==> src/rtl/fwd_hazard_ctrl_pkg.sv <==
// Core control package: forwarding-select encodings, the shadow-pipeline stage
// tag record, and the default register-index width.
package fwd_hazard_ctrl_pkg;

  localparam int unsigned REG_AW = 5;

  typedef enum logic [1:0] {
    FWD_RF  = 2'b00,
    FWD_WB  = 2'b01,
    FWD_MEM = 2'b10
  } fwd_sel_e;

  typedef struct packed {
    logic [REG_AW-1:0] rs1;
    logic [REG_AW-1:0] rs2;
    logic [REG_AW-1:0] rd;
    logic              uses_rs1;
    logic              uses_rs2;
    logic              regwrite;
    logic              memread;
  } stage_tag_t;

  localparam stage_tag_t TAG_BUBBLE = '0;

  function automatic logic writes_reg(input stage_tag_t t);
    return t.regwrite && (t.rd != '0);
  endfunction

endpackage

==> src/rtl/fwd_hazard_ctrl_if.sv <==
// ID-stage request and pipeline-control response bundle between the decode
// stage and the forwarding/hazard controller.
interface fwd_hazard_ctrl_if #(
  parameter int unsigned REG_AW = 5,
  parameter int unsigned CNT_W  = 16
);

  logic              id_valid_i;
  logic [REG_AW-1:0] id_rs1_i;
  logic [REG_AW-1:0] id_rs2_i;
  logic [REG_AW-1:0] id_rd_i;
  logic              id_uses_rs1_i;
  logic              id_uses_rs2_i;
  logic              id_regwrite_i;
  logic              id_memread_i;
  logic              flush_i;

  logic              stall_o;
  logic              bubble_o;
  logic [1:0]        fwd_a_o;
  logic [1:0]        fwd_b_o;
  logic [CNT_W-1:0]  stall_cnt_o;

  modport master (
    output id_valid_i, id_rs1_i, id_rs2_i, id_rd_i,
    output id_uses_rs1_i, id_uses_rs2_i, id_regwrite_i, id_memread_i,
    output flush_i,
    input  stall_o, bubble_o, fwd_a_o, fwd_b_o, stall_cnt_o
  );

  modport slave (
    input  id_valid_i, id_rs1_i, id_rs2_i, id_rd_i,
    input  id_uses_rs1_i, id_uses_rs2_i, id_regwrite_i, id_memread_i,
    input  flush_i,
    output stall_o, bubble_o, fwd_a_o, fwd_b_o, stall_cnt_o
  );

endinterface

==> src/rtl/fwd_hazard_ctrl_fwd_sel_cmp.sv <==
// Operand forwarding select for one EX source: youngest in-flight producer
// (MEM before WB) wins, x0 never forwards.
module fwd_sel_cmp #(
  parameter int unsigned REG_AW = 5
) (
  input  logic [REG_AW-1:0]             ex_rs_i,
  input  logic                          ex_uses_i,
  input  logic [REG_AW-1:0]             mem_rd_i,
  input  logic                          mem_regwrite_i,
  input  logic [REG_AW-1:0]             wb_rd_i,
  input  logic                          wb_regwrite_i,
  output fwd_hazard_ctrl_pkg::fwd_sel_e sel_o
);

  import fwd_hazard_ctrl_pkg::*;

  logic mem_hit;
  logic wb_hit;

  always_comb begin
    mem_hit = ex_uses_i && mem_regwrite_i && (mem_rd_i != '0) && (mem_rd_i == ex_rs_i);
    wb_hit  = ex_uses_i && wb_regwrite_i  && (wb_rd_i  != '0) && (wb_rd_i  == ex_rs_i);
    sel_o   = FWD_RF;
    if (mem_hit) begin
      sel_o = FWD_MEM;
    end else if (wb_hit) begin
      sel_o = FWD_WB;
    end
  end

endmodule

==> src/rtl/fwd_hazard_ctrl.sv <==
// Forwarding and load-use hazard controller beside ID: shadows EX/MEM/WB
// register tags, drives forwarding selects, stall/bubble, and a stall counter.
module fwd_hazard_ctrl #(
  parameter int unsigned REG_AW = fwd_hazard_ctrl_pkg::REG_AW,
  parameter int unsigned CNT_W  = 16
) (
  input  logic               clk_i,
  input  logic               rst_i,
  fwd_hazard_ctrl_if.slave   bus
);

  import fwd_hazard_ctrl_pkg::*;

  if (REG_AW != fwd_hazard_ctrl_pkg::REG_AW) begin : g_bad_reg_aw
    $error("fwd_hazard_ctrl: REG_AW must match the stage tag width in fwd_hazard_ctrl_pkg");
  end

  stage_tag_t       ex_q, ex_d;
  stage_tag_t       mem_q, mem_d;
  stage_tag_t       wb_q, wb_d;
  stage_tag_t       id_tag;
  logic [CNT_W-1:0] stall_cnt_q, stall_cnt_d;
  logic             hz;
  logic             bubble;
  logic             rs1_hit;
  logic             rs2_hit;
  fwd_sel_e         sel_a;
  fwd_sel_e         sel_b;

  always_comb begin
    id_tag          = TAG_BUBBLE;
    id_tag.rs1      = bus.id_rs1_i;
    id_tag.rs2      = bus.id_rs2_i;
    id_tag.rd       = bus.id_rd_i;
    id_tag.uses_rs1 = bus.id_uses_rs1_i;
    id_tag.uses_rs2 = bus.id_uses_rs2_i;
    id_tag.regwrite = bus.id_regwrite_i;
    id_tag.memread  = bus.id_memread_i;
  end

  // Flush outranks the hazard: a squashed ID instruction never stalls.
  always_comb begin
    rs1_hit = bus.id_uses_rs1_i && (bus.id_rs1_i == ex_q.rd);
    rs2_hit = bus.id_uses_rs2_i && (bus.id_rs2_i == ex_q.rd);
    hz      = bus.id_valid_i && !bus.flush_i && ex_q.memread && (ex_q.rd != '0)
              && (rs1_hit || rs2_hit);
    bubble  = hz || bus.flush_i || !bus.id_valid_i;
  end

  always_comb begin
    ex_d        = bubble ? TAG_BUBBLE : id_tag;
    mem_d       = ex_q;
    wb_d        = mem_q;
    stall_cnt_d = stall_cnt_q;
    if (hz && (stall_cnt_q != '1)) begin
      stall_cnt_d = stall_cnt_q + 1'b1;
    end
  end

  always_ff @(posedge clk_i or posedge rst_i) begin
    if (rst_i) begin
      ex_q        <= TAG_BUBBLE;
      mem_q       <= TAG_BUBBLE;
      wb_q        <= TAG_BUBBLE;
      stall_cnt_q <= '0;
    end else begin
      ex_q        <= ex_d;
      mem_q       <= mem_d;
      wb_q        <= wb_d;
      stall_cnt_q <= stall_cnt_d;
    end
  end

  fwd_sel_cmp #(.REG_AW(REG_AW)) u_fwd_a (
    .ex_rs_i        (ex_q.rs1),
    .ex_uses_i      (ex_q.uses_rs1),
    .mem_rd_i       (mem_q.rd),
    .mem_regwrite_i (mem_q.regwrite),
    .wb_rd_i        (wb_q.rd),
    .wb_regwrite_i  (wb_q.regwrite),
    .sel_o          (sel_a)
  );

  fwd_sel_cmp #(.REG_AW(REG_AW)) u_fwd_b (
    .ex_rs_i        (ex_q.rs2),
    .ex_uses_i      (ex_q.uses_rs2),
    .mem_rd_i       (mem_q.rd),
    .mem_regwrite_i (mem_q.regwrite),
    .wb_rd_i        (wb_q.rd),
    .wb_regwrite_i  (wb_q.regwrite),
    .sel_o          (sel_b)
  );

  assign bus.stall_o     = hz;
  assign bus.bubble_o    = bubble;
  assign bus.fwd_a_o     = sel_a;
  assign bus.fwd_b_o     = sel_b;
  assign bus.stall_cnt_o = stall_cnt_q;

endmodule

==> src/flat_wrapper.sv <==
// flat-port wrapper written by rule: the top's interface ports become plain ports
module fwd_hazard_ctrl_flat import fwd_hazard_ctrl_pkg::*;
#(
  parameter int unsigned REG_AW = fwd_hazard_ctrl_pkg::REG_AW,
  parameter int unsigned CNT_W  = 16
)
  (clk_i, rst_i, bus_id_valid_i, bus_id_rs1_i, bus_id_rs2_i, bus_id_rd_i, bus_id_uses_rs1_i, bus_id_uses_rs2_i, bus_id_regwrite_i, bus_id_memread_i, bus_flush_i, bus_stall_o, bus_bubble_o, bus_fwd_a_o, bus_fwd_b_o, bus_stall_cnt_o);
  fwd_hazard_ctrl_if #(.REG_AW(REG_AW), .CNT_W(CNT_W)) bus_i ();
  input  logic clk_i;
  input  logic rst_i;
  input wire logic [$bits(bus_i.id_valid_i)-1:0] bus_id_valid_i;
  input wire logic [$bits(bus_i.id_rs1_i)-1:0] bus_id_rs1_i;
  input wire logic [$bits(bus_i.id_rs2_i)-1:0] bus_id_rs2_i;
  input wire logic [$bits(bus_i.id_rd_i)-1:0] bus_id_rd_i;
  input wire logic [$bits(bus_i.id_uses_rs1_i)-1:0] bus_id_uses_rs1_i;
  input wire logic [$bits(bus_i.id_uses_rs2_i)-1:0] bus_id_uses_rs2_i;
  input wire logic [$bits(bus_i.id_regwrite_i)-1:0] bus_id_regwrite_i;
  input wire logic [$bits(bus_i.id_memread_i)-1:0] bus_id_memread_i;
  input wire logic [$bits(bus_i.flush_i)-1:0] bus_flush_i;
  output wire logic [$bits(bus_i.stall_o)-1:0] bus_stall_o;
  output wire logic [$bits(bus_i.bubble_o)-1:0] bus_bubble_o;
  output wire logic [$bits(bus_i.fwd_a_o)-1:0] bus_fwd_a_o;
  output wire logic [$bits(bus_i.fwd_b_o)-1:0] bus_fwd_b_o;
  output wire logic [$bits(bus_i.stall_cnt_o)-1:0] bus_stall_cnt_o;
  assign bus_i.id_valid_i = bus_id_valid_i;
  assign bus_i.id_rs1_i = bus_id_rs1_i;
  assign bus_i.id_rs2_i = bus_id_rs2_i;
  assign bus_i.id_rd_i = bus_id_rd_i;
  assign bus_i.id_uses_rs1_i = bus_id_uses_rs1_i;
  assign bus_i.id_uses_rs2_i = bus_id_uses_rs2_i;
  assign bus_i.id_regwrite_i = bus_id_regwrite_i;
  assign bus_i.id_memread_i = bus_id_memread_i;
  assign bus_i.flush_i = bus_flush_i;
  assign bus_stall_o = bus_i.stall_o;
  assign bus_bubble_o = bus_i.bubble_o;
  assign bus_fwd_a_o = bus_i.fwd_a_o;
  assign bus_fwd_b_o = bus_i.fwd_b_o;
  assign bus_stall_cnt_o = bus_i.stall_cnt_o;
  fwd_hazard_ctrl #(.REG_AW(REG_AW), .CNT_W(CNT_W)) u_core (.clk_i(clk_i), .rst_i(rst_i), .bus(bus_i));
endmodule
==> config.mk <==
export PLATFORM = sky130hd
export DESIGN_NAME = fwd_hazard_ctrl_flat
export DESIGN_NICKNAME = d
export VERILOG_FILES = /design/src/rtl/fwd_hazard_ctrl_pkg.sv /design/src/rtl/fwd_hazard_ctrl_if.sv /design/src/rtl/fwd_hazard_ctrl_fwd_sel_cmp.sv /design/src/rtl/fwd_hazard_ctrl.sv /design/src/flat_wrapper.sv
export SDC_FILE = /design/constraint.sdc
export NUM_CORES = 1
export LEC_CHECK = 0
export ABC_CLOCK_PERIOD_IN_PS = 4900
export CORE_ASPECT_RATIO = 0.8
export CORE_MARGIN = 5
export CORE_UTILIZATION = 42
export CTS_CLUSTER_DIAMETER = 80
export CTS_CLUSTER_SIZE = 28
export DETAILED_ROUTE_END_ITERATION = 8
export PLACE_DENSITY = 0.66
export RECOVER_POWER = 100
export SETUP_SLACK_MARGIN = 0.15
export SLEW_MARGIN = 20
export SYNTH_ARGS = -nofsm -noshare
export SYNTH_HDL_FRONTEND = slang
export SYNTH_SLANG_ARGS = --single-unit
==> constraint.sdc <==
create_clock -name clk_i -period 4.9 [get_ports clk_i]
set_input_delay 1.47 -clock clk_i [delete_from_list [all_inputs] [get_ports clk_i]]
set_output_delay 1.47 -clock clk_i [all_outputs]
set_load 0.01 [all_outputs]
==> results of run 1 <==
## path summary, 6_finish.rpt
| path | endpoint | slack [ns] | cells past startpoint |
|---|---|---|---|
| hold reg to reg | u_core.mem_q[1]$_DFF_PP0_ | 0.36 | 0 |
| setup reg to reg | u_core.bus.stall_cnt_o[1]$_DFFE_PP0P_ | 2.26 | 6 |
| max in group asynchronous | u_core.wb_q[7]$_DFF_PP0_ | 1.75 | 2 |
| min in group asynchronous | u_core.bus.stall_cnt_o[6]$_DFFE_PP0P_ | 2.16 | 2 |
| setup / recovery | bus_bubble_o | 0.45 | 9 |
| hold / removal | u_core.mem_q[1]$_DFF_PP0_ | 0.36 | 0 |
## state kept, by name, summed over array words and instances, names as in the netlist
signal,count
u_core.ex_q,19
u_core.wb_q,6
u_core.bus.stall_cnt_o,16
u_core.mem_q,6
## where the power goes
group          internal (mW)  total [mW]  switching, mW
Sequential             0.398       0.409         0.0110
Clock                  0.203       0.332          0.128
Combinational         0.0353      0.0608         0.0254
Total                  0.636       0.801          0.165
## synthesized netlist by cell type
| master | number |
|---|---|
| a21oi_1 | 2 |
| a41oi_1 | 1 |
| and2_1 | 19 |
| and3_1 | 2 |
| buf_4 | 2 |
| buf_6 | 1 |
| clkbuf_1 | 2 |
| dfrtp_1 | 47 |
| ha_1 | 1 |
| inv_1 | 5 |
| mux2_1 | 1 |
| mux2_2 | 1 |
| nand2_1 | 13 |
| nand3_1 | 7 |
| nand3_2 | 2 |
| nand3b_1 | 1 |
| nand4_1 | 7 |
| nor2_1 | 8 |
| nor3_1 | 7 |
| nor3b_1 | 1 |
| nor4_1 | 6 |
| o21ai_0 | 2 |
| o22ai_1 | 1 |
| or2_2 | 1 |
| or3_4 | 1 |
| or4_1 | 3 |
| xnor2_1 | 27 |
| xor2_1 | 16 |
## layout make-up
| class | count | area [sq um] |
|---|---|---|
| repair buffers | 48 | 459 |
| clock inverters | 3 | 67.6 |
| fillers | 443 | 2200 |
| clock buffers | 5 | 68.8 |
| multi-input cells | 130 | 878 |
| well taps | 62 | 77.6 |
| inverters | 5 | 18.8 |
| flip-flops and latches | 47 | 1180 |
## cell families after synthesis
| logic type | count (synthesis) | share of synthesized area |
|---|---|---|
| AND/OR/NAND/NOR | 78 | 0.207 |
| flip-flops | 47 | 0.557 |
| XOR/XNOR | 43 | 0.178 |
| buffers and inverters | 10 | 0.0249 |
| AO/OA/AOI/OAI | 6 | 0.0166 |
| multiplexers | 2 | 0.0107 |
| adder cells (fa/ha/maj) | 1 | 0.00592 |
## stage by stage
step | power, mW | utilization
global route | 0.833 | 0.555
floorplan | 0.448 | -
CTS | 0.812 | 0.560
detailed placement | 0.480 | 0.531
global placement | 0.479 | 0.531
finish | 0.801 | 0.555
## layer usage
metal	track usage	wire length, microns
met5	0	0
met4	0.0496	74
met2	0.200	1860
met1	0.199	1990
met3	0.0314	221
## worst register-to-register path: stages (launching register included)
cell and delay [ns]:
dfrtp_1 0.41, ha_1 0.18, nand3_1 0.17, or4_1 0.58, or3_4 0.43, nand3_1 0.38
mux2_1 0.37
==> impl_metrics.py, run 1 <==
metrics = {
    "outcome": {
        "run_status": "finished, violations left",
        "failed_checks": "max-capacitance violations, max-slew violations",
    },
    "drt": {
        "vias_per_cell": 4.85,
        "per_cell_routed_wire_length_microns": 13.8,
        "final_antenna_net_count": 0,
        "dr.pass1.iters": 4,
        "routed-via-count": 1456,
        "drt_drc_violations_left": 0,
        "drtIter0Drc": 87,
        "routed_wirelength_microns": 4140,
    },
    "critical_path": {
        "arrival_ns": 2.98,
        "crit_path_frequent_cell": "inv_1",
        "cp.buffers_inverters": 4,
        "critical_path.max_fanout": 3,
        "crit_path_start": "bus_id_rs1_i[3]",
        "cp_cell_sequence": "clkdlybuf4s50_1 -> xnor2_1 -> nand4_1 -> o22ai_1 -> nand2_1 -> inv_1 -> nor3b_1 -> inv_1 -> dlymetal6s2s_1",
        "crit_path_end_kind": "output pin",
        "worst_r2r_startpoint": "u_core.bus.stall_cnt_o[0]$_DFFE_PP0P_",
        "cpMaxStageDelayCell": "clkdlybuf4s50_1",
        "setup.worst_path.class": "in2out",
        "crit_path_start_kind": "primary input",
        "required_time_of_the_critical_path_ns": 3.43,
        "slowest_delay_ns": 0.44,
        "worst_path_dominant_cell_family": "buffers and inverters",
    },
    "timing": {
        "tightestPinTransition_ns": 1.72,
        "slew_violations": 48,
        "max-slew-margin-rel": -0.145,
        "rsz0062_at_grt": "no",
        "report.final.hold_viol_count": 0,
        "holdWs_ns": 0.359,
        "setup-violations-final": 0,
        "fin_skew_ns": 0.00392,
        "post_route_worst_setup_slack_ns": 0.448,
        "timing.setup.tns_ns": 0,
        "min_period_over_period": 0.908,
        "clock.fmax_mhz": 225,
        "final.min_clock_period_ns": 4.45,
    },
    "power": {
        "cellLeakagePower_nw": 1.27,
        "vdd.ir_drop.worst_mv": 0.188,
        "power_density_nw_per_um2": 292,
    },
    "clocking": {
        "ctsHtreeMaxLevel": 2,
        "worst_skew_pair.late_latency_ns": 0.29,
        "cts_repair_resize_count": 2,
        "cts_buffers": 5,
        "clock_tree_from_tritoncts": "built",
        "clockRootBuffer": "clkbuf_8",
        "cts.sink_count": 47,
        "cts.repair_timing.setup_buffer_count": 0,
        "path_clk_slew_ns": 0.09,
        "clockBufferDepth": 2,
        "cts-hold-fix-buffers": 0,
    },
    "cells_and_area": {
        "area_growth_syn_to_layout_pct": 30.0,
        "drive_above_1_share": 0.0588,
        "final_common_cell": "dfrtp_1",
        "final_area_sq_um": 2750,
        "antenna_cells": 0,
        "final_cells": 300,
        "finalNetCount": 261,
        "leading_cell_types_in_the_layout_fill_and_taps_excluded": "47 x dfrtp_1, 27 x xnor2_1, 21 x clkdlybuf4s50_1, 21 x dlygate4sd3_1, 16 x xor2_1",
    },
    "placed_design": {
        "numPlacedInstances": 292,
        "dp_slack_ns": 0.125,
        "final_estimated_routing_congestion_in_global_placement": 0.840,
        "placed_area_sq_um": 2630,
        "hpwlAfterDp_microns": 3200,
        "portBuffers": 44,
    },
    "synthesis": {
        "synth_fp_nets": 211,
        "synth_sequential_area_ratio": 0.557,
        "netlist.top_cell.by_area": "dfrtp_1",
        "netlist_area_sq_um": 2110,
        "netlist_instances": 187,
        "synthTopCellsByArea": "dfrtp_1 56%, xnor2_1 11%, xor2_1 6.6%",
        "netlist-cell-type-count": 28,
        "yosys.area.top_type_share": 0.557,
        "synthesized_area_per_cell_sq_um": 11.3,
        "synth.yosys.warnings": 0,
        "synth_seq_cells": 47,
    },
    "floorplan": {
        "die_area_sq_um": 6560,
        "ioPinCount": 45,
        "core_footprint_sq_um": 4950,
        "die_y_microns": 73.4,
        "dieWidth_microns": 89.3,
        "rows": 23,
        "floorplan.initialDensity": 0.427,
    },
    "grt": {
        "largest_net_degree_at_the_start_of_global_routing": 48,
        "groute.usage.overall": 0.137,
        "first_global_vias": 1379,
        "grt_antenna_before_repair": 0,
        "grt.overflow.total": 0,
        "first_pass_grt_wire_length_microns": 6800,
    },
    "flow_run": {
        "cap_viol_max_count": 1,
    },
    "worst_hold_path": {
        "hp-start": "u_core.ex_q[1]$_DFF_PP0_",
        "holdCritPathClass": "reg2reg",
    },
}
Note: power is estimated with default switching activity, not from simulation.
==> inputs of run 2 (changes only) <==
- REMOVE_ABC_BUFFERS: not set -> 1
- SKIP_LAST_GASP: not set -> 1
==> impl_metrics.py, run 2 (same netlist as run 1, synthesis figures left out) <==
metrics = {
    "outcome": {
        "run_status": "finished, violations left",
        "failed_checks": "max-capacitance violations, max-slew violations",
    },
    "timing": {
        "slew_violations": 48,
        "rsz0062_at_grt": "no",
        "clock.fmax_mhz": 214,
        "report.final.hold_viol_count": 0,
        "fin_skew_ns": 0.00276,
        "setup-violations-final": 0,
        "final.min_clock_period_ns": 4.68,
        "tightestPinTransition_ns": 2.04,
        "min_period_over_period": 0.954,
        "post_route_worst_setup_slack_ns": 0.224,
        "holdWs_ns": 0.363,
        "max-slew-margin-rel": -0.365,
        "timing.setup.tns_ns": 0,
    },
    "worst_hold_path": {
        "whs_path_depth": 0,
        "holdCritPathClass": "reg2reg",
    },
    "floorplan": {
        "ioPinCount": 45,
        "core_footprint_sq_um": 4950,
        "floorplan.initialDensity": 0.427,
        "die_area_sq_um": 6560,
        "dieWidth_microns": 89.3,
        "rows": 23,
        "die_y_microns": 73.4,
    },
    "cells_and_area": {
        "drive_above_1_share": 0.0672,
        "finalNetCount": 261,
        "top_register": "u_core.ex_q",
        "leading_cell_types_in_the_layout_fill_and_taps_excluded": "47 x dfrtp_1, 27 x xnor2_1, 22 x clkdlybuf4s50_1",
        "multi_input_comb_area_sq_um": 878,
        "final_common_cell": "dfrtp_1",
        "antenna_cells": 0,
        "n_fill_cell": 442,
        "area_growth_syn_to_layout_pct": 29.4,
        "ff_latch_area_sq_um": 1180,
        "largest_register_ff_count": 19,
        "postLayoutCoreUtil": 0.552,
    },
    "grt": {
        "grt.overflow.total": 0,
        "first_global_vias": 1411,
        "groute.usage.overall": 0.146,
        "largest_net_degree_at_the_start_of_global_routing": 48,
        "grt_antenna_before_repair": 0,
        "first_pass_grt_wire_length_microns": 7130,
    },
    "power": {
        "power_density_nw_per_um2": 280,
        "vdd.ir_drop.worst_mv": 0.150,
        "cellLeakagePower_nw": 1.26,
    },
    "clocking": {
        "cts.sink_count": 47,
        "worst_skew_pair.late_latency_ns": 0.31,
        "path_clk_slew_ns": 0.09,
        "clockBufferDepth": 2,
        "clock_tree_from_tritoncts": "built",
        "clockRootBuffer": "clkbuf_8",
        "cts_buffers": 5,
        "ctsHtreeMaxLevel": 2,
    },
    "critical_path": {
        "required_time_of_the_critical_path_ns": 3.43,
        "setup.worst_path.class": "in2out",
        "crit_path_end_kind": "output pin",
        "critical_path.max_fanout": 3,
        "reg2regPathDepth": 6,
        "arrival_ns": 3.21,
        "crit_path_start_kind": "primary input",
    },
    "drt": {
        "met2_wl_post_dr_microns": 1910,
        "routed_wirelength_microns": 4310,
        "routed-via-count": 1431,
        "dr.pass1.iters": 4,
        "route.layer.met1.wl_microns": 2130,
        "maxUsedRoutingLayer": "met4",
        "vias_per_cell": 4.77,
        "route.met3.wl_microns": 223,
        "final_antenna_net_count": 0,
        "per_cell_routed_wire_length_microns": 14.4,
        "drtIter0Drc": 53,
        "drt_drc_violations_left": 0,
    },
    "placed_design": {
        "portBuffers": 44,
        "final_estimated_routing_congestion_in_global_placement": 0.814,
        "dp_slack_ns": 0.130,
        "hpwlAfterDp_microns": 3280,
    },
    "flow_run": {
        "cap_viol_max_count": 1,
    },
}
[run 2: where the power goes]
group	switching, mW	internal (mW)
registers	0.0109	0.398
clock network	0.131	0.165
logic	0.0253	0.0355
total	0.167	0.598
[run 2: metal layers]
layer | GRT usage | up-vias
li1 | - | 720
met1 | 0.220 | 674
met2 | 0.204 | 33
met3 | 0.0404 | 4
met4 | 0.0397 | 0
met5 | 0 | -
[run 2: metrics by stage]
step | area [sq um] | total power, mW | instances
after floorplan | 2080 | 0.447 | 182
after CTS | 2750 | 0.778 | 299
after detailed placement | 2620 | 0.480 | 291
after global placement | 2620 | 0.479 | 291
after global routing | 2730 | 0.799 | 300
final | 2730 | 0.765 | 300
[run 2: final timing paths]
kind / from / to / slack [ns]
max: bus_id_rs2_i[4] / bus_stall_o / 0.22
min: u_core.ex_q[1]$_DFF_PP0_ / u_core.mem_q[1]$_DFF_PP0_ / 0.36
max reg2reg: u_core.bus.stall_cnt_o[0]$_DFFE_PP0P_ / u_core.bus.stall_cnt_o[1]$_DFFE_PP0P_ / 2.24
min reg2reg: u_core.ex_q[1]$_DFF_PP0_ / u_core.mem_q[1]$_DFF_PP0_ / 0.36
max in group asynchronous: rst_i / u_core.ex_q[13]$_DFF_PP0_ / 1.84
min in group asynchronous: rst_i / u_core.wb_q[1]$_DFF_PP0_ / 2.14
[run 2: final cells by class]
type | count | share of cell area
clock buffer | 6 | 0.0302
clock inverter | 2 | 0.0128
inverter | 5 | 0.00733
multi-input combinational | 130 | 0.321
sequential | 47 | 0.430
tap | 62 | 0.0284
timing repair buffer | 48 | 0.169
[run 2: critical path, cell delays in order]
cell	delay [ns]
clkdlybuf4s50_1	0.49
xnor2_1	0.12
nand4_1	0.11
o22ai_1	0.25
nand2_1	0.13
inv_2	0.08
clkdlybuf4s50_1	0.56
[run 2: what timing repair did]
item | in CTS | in global routing
pin swaps | 1 | 1
resized for setup | 1 | 2
buffers inserted | 0 | 1
hold buffers | 0 | 0
hold endpoints to repair | 0 | 0
gates cloned | 0 | 0
setup endpoints to repair | 1 | 2
==> inputs of run 3 (changes only) <==
- CORE_MARGIN: 5 -> 4
- SKIP_LAST_GASP: 1 -> not set
==> impl_metrics.py, run 3 (same netlist as run 1, synthesis figures left out) <==
metrics = {
    "outcome": {
        "run_status": "finished, violations left",
        "failed_checks": "max-capacitance violations, max-slew violations",
    },
    "drt": {
        "drtIter0Drc": 40,
        "routed-via-count": 1430,
        "vias_per_cell": 4.80,
        "drt_drc_violations_left": 0,
        "final_antenna_net_count": 0,
        "per_cell_routed_wire_length_microns": 14.2,
        "dr.pass1.iters": 4,
        "routed_wirelength_microns": 4240,
    },
    "clocking": {
        "cts_buffers": 5,
        "clockRootBuffer": "clkbuf_8",
        "cts.repair_timing.setup_buffer_count": 0,
        "clock_tree_from_tritoncts": "built",
        "ctsHtreeMaxLevel": 2,
        "worst_skew_pair.late_latency_ns": 0.30,
        "path_clk_slew_ns": 0.08,
        "clockBufferDepth": 2,
        "cts.sink_count": 47,
    },
    "cells_and_area": {
        "finalNetCount": 261,
        "final_cells": 298,
        "final_common_cell": "dfrtp_1",
        "leading_cell_types_in_the_layout_fill_and_taps_excluded": "47 x dfrtp_1, 27 x xnor2_1, 22 x dlygate4sd3_1",
        "area_growth_syn_to_layout_pct": 28.3,
        "largest_register_ff_count": 19,
        "drive_above_1_share": 0.0630,
        "antenna_cells": 0,
        "final_area_sq_um": 2710,
        "postLayoutCoreUtil": 0.572,
        "top_register": "u_core.ex_q",
        "n_fill_cell": 434,
    },
    "timing": {
        "max-slew-margin-rel": -0.336,
        "holdWs_ns": 0.353,
        "rsz0062_at_grt": "no",
        "timing.setup.tns_ns": 0,
        "slew_violations": 48,
        "clock.fmax_mhz": 218,
        "fin_skew_ns": 0.00605,
        "final.min_clock_period_ns": 4.59,
        "report.final.hold_viol_count": 0,
        "min_period_over_period": 0.938,
        "post_route_worst_setup_slack_ns": 0.306,
        "tightestPinTransition_ns": 1.99,
        "setup-violations-final": 0,
    },
    "floorplan": {
        "ioPinCount": 45,
        "rows": 22,
        "die_area_sq_um": 6230,
        "dieWidth_microns": 87.3,
        "die_y_microns": 71.4,
        "floorplan.initialDensity": 0.446,
        "core_footprint_sq_um": 4730,
    },
    "power": {
        "power.share.sequential": 0.567,
        "internal_power_mw": 0.562,
        "pwr-share-comb": 0.084,
        "switching_share": 0.221,
        "vdd.ir_drop.worst_mv": 0.153,
        "cellLeakagePower_nw": 1.25,
        "post-layout-total-power_mw": 0.721,
        "clockPowerShare": 0.349,
        "switchingPower_mw": 0.159,
        "power_density_nw_per_um2": 266,
    },
    "critical_path": {
        "critical_path.max_fanout": 3,
        "required_time_of_the_critical_path_ns": 3.43,
        "arrival_ns": 3.12,
        "setup.worst_path.class": "in2out",
        "crit_path_end_kind": "output pin",
        "crit_path_start_kind": "primary input",
    },
    "grt": {
        "globalRouteMet1Util": 0.220,
        "grt.overflow.total": 0,
        "first_pass_grt_wire_length_microns": 7200,
        "first_global_vias": 1449,
        "largest_net_degree_at_the_start_of_global_routing": 48,
        "groute.usage.overall": 0.149,
        "gr-max-usage-layer": "met1",
        "globalRouteMet2Util": 0.217,
        "grt_antenna_before_repair": 0,
        "gr-usage-met3": 0.0287,
    },
    "placed_design": {
        "dp_slack_ns": 0.0978,
        "portBuffers": 44,
        "final_estimated_routing_congestion_in_global_placement": 0.870,
        "placed_area_sq_um": 2620,
        "hpwlAfterDp_microns": 3270,
        "numPlacedInstances": 290,
    },
    "worst_hold_path": {
        "holdCritPathClass": "reg2reg",
    },
    "flow_run": {
        "cap_viol_max_count": 1,
    },
}
-- run 3: power groups by stage --
stage	Combinational [mW]	Sequential [mW]	Clock (mW)
floorplan	0.0337	0.413	0
global placement	0.0629	0.416	0
detailed placement	0.0634	0.416	0
CTS	0.0640	0.408	0.259
global route	0.0685	0.410	0.271
finish	0.0609	0.408	0.251
-- run 3: path summary, 6_finish.rpt --
| check | startpoint | to | slack (ns) | cells after the start |
|---|---|---|---|---|
| max | bus_id_rs2_i[2] | bus_bubble_o | 0.31 | 9 |
| max in group asynchronous | rst_i | u_core.ex_q[16]$_DFF_PP0_ | 1.86 | 2 |
| min reg2reg | u_core.ex_q[1]$_DFF_PP0_ | u_core.mem_q[1]$_DFF_PP0_ | 0.35 | 0 |
| max reg2reg | u_core.bus.stall_cnt_o[0]$_DFFE_PP0P_ | u_core.bus.stall_cnt_o[1]$_DFFE_PP0P_ | 2.30 | 6 |
| min | u_core.ex_q[1]$_DFF_PP0_ | u_core.mem_q[1]$_DFF_PP0_ | 0.35 | 0 |
| min in group asynchronous | rst_i | u_core.bus.stall_cnt_o[11]$_DFFE_PP0P_ | 2.14 | 2 |
-- run 3: area by class of cell --
type	count	area (sq um)	share of cell area
clock buffers	8	100	0.0369
well taps	60	75.1	0.0277
repair buffers	48	455	0.168
flip-flops and latches	47	1180	0.434
multi-input cells	130	883	0.326
inverters	5	20.0	0.00739
-- run 3: worst max-delay path: stages --
cell           delay (ns)
dlygate4sd3_1        0.58
xnor2_1              0.15
nand4_1              0.12
o22ai_1              0.22
nand2_1              0.10
inv_1                0.11
nor3b_2              0.06
inv_1                0.05
dlygate4sd2_1        0.26
-- run 3: layer usage --
layer	part of all wire	wire [microns]
met5	0	0
met4	0.017	73
met3	0.034	143
met2	0.44	1870
met1	0.51	2160
-- run 3: repair_timing --
action                     4_1_cts  5_1_grt
resized for setup                3        1
setup endpoints to repair        1        1
hold buffers                     0        0
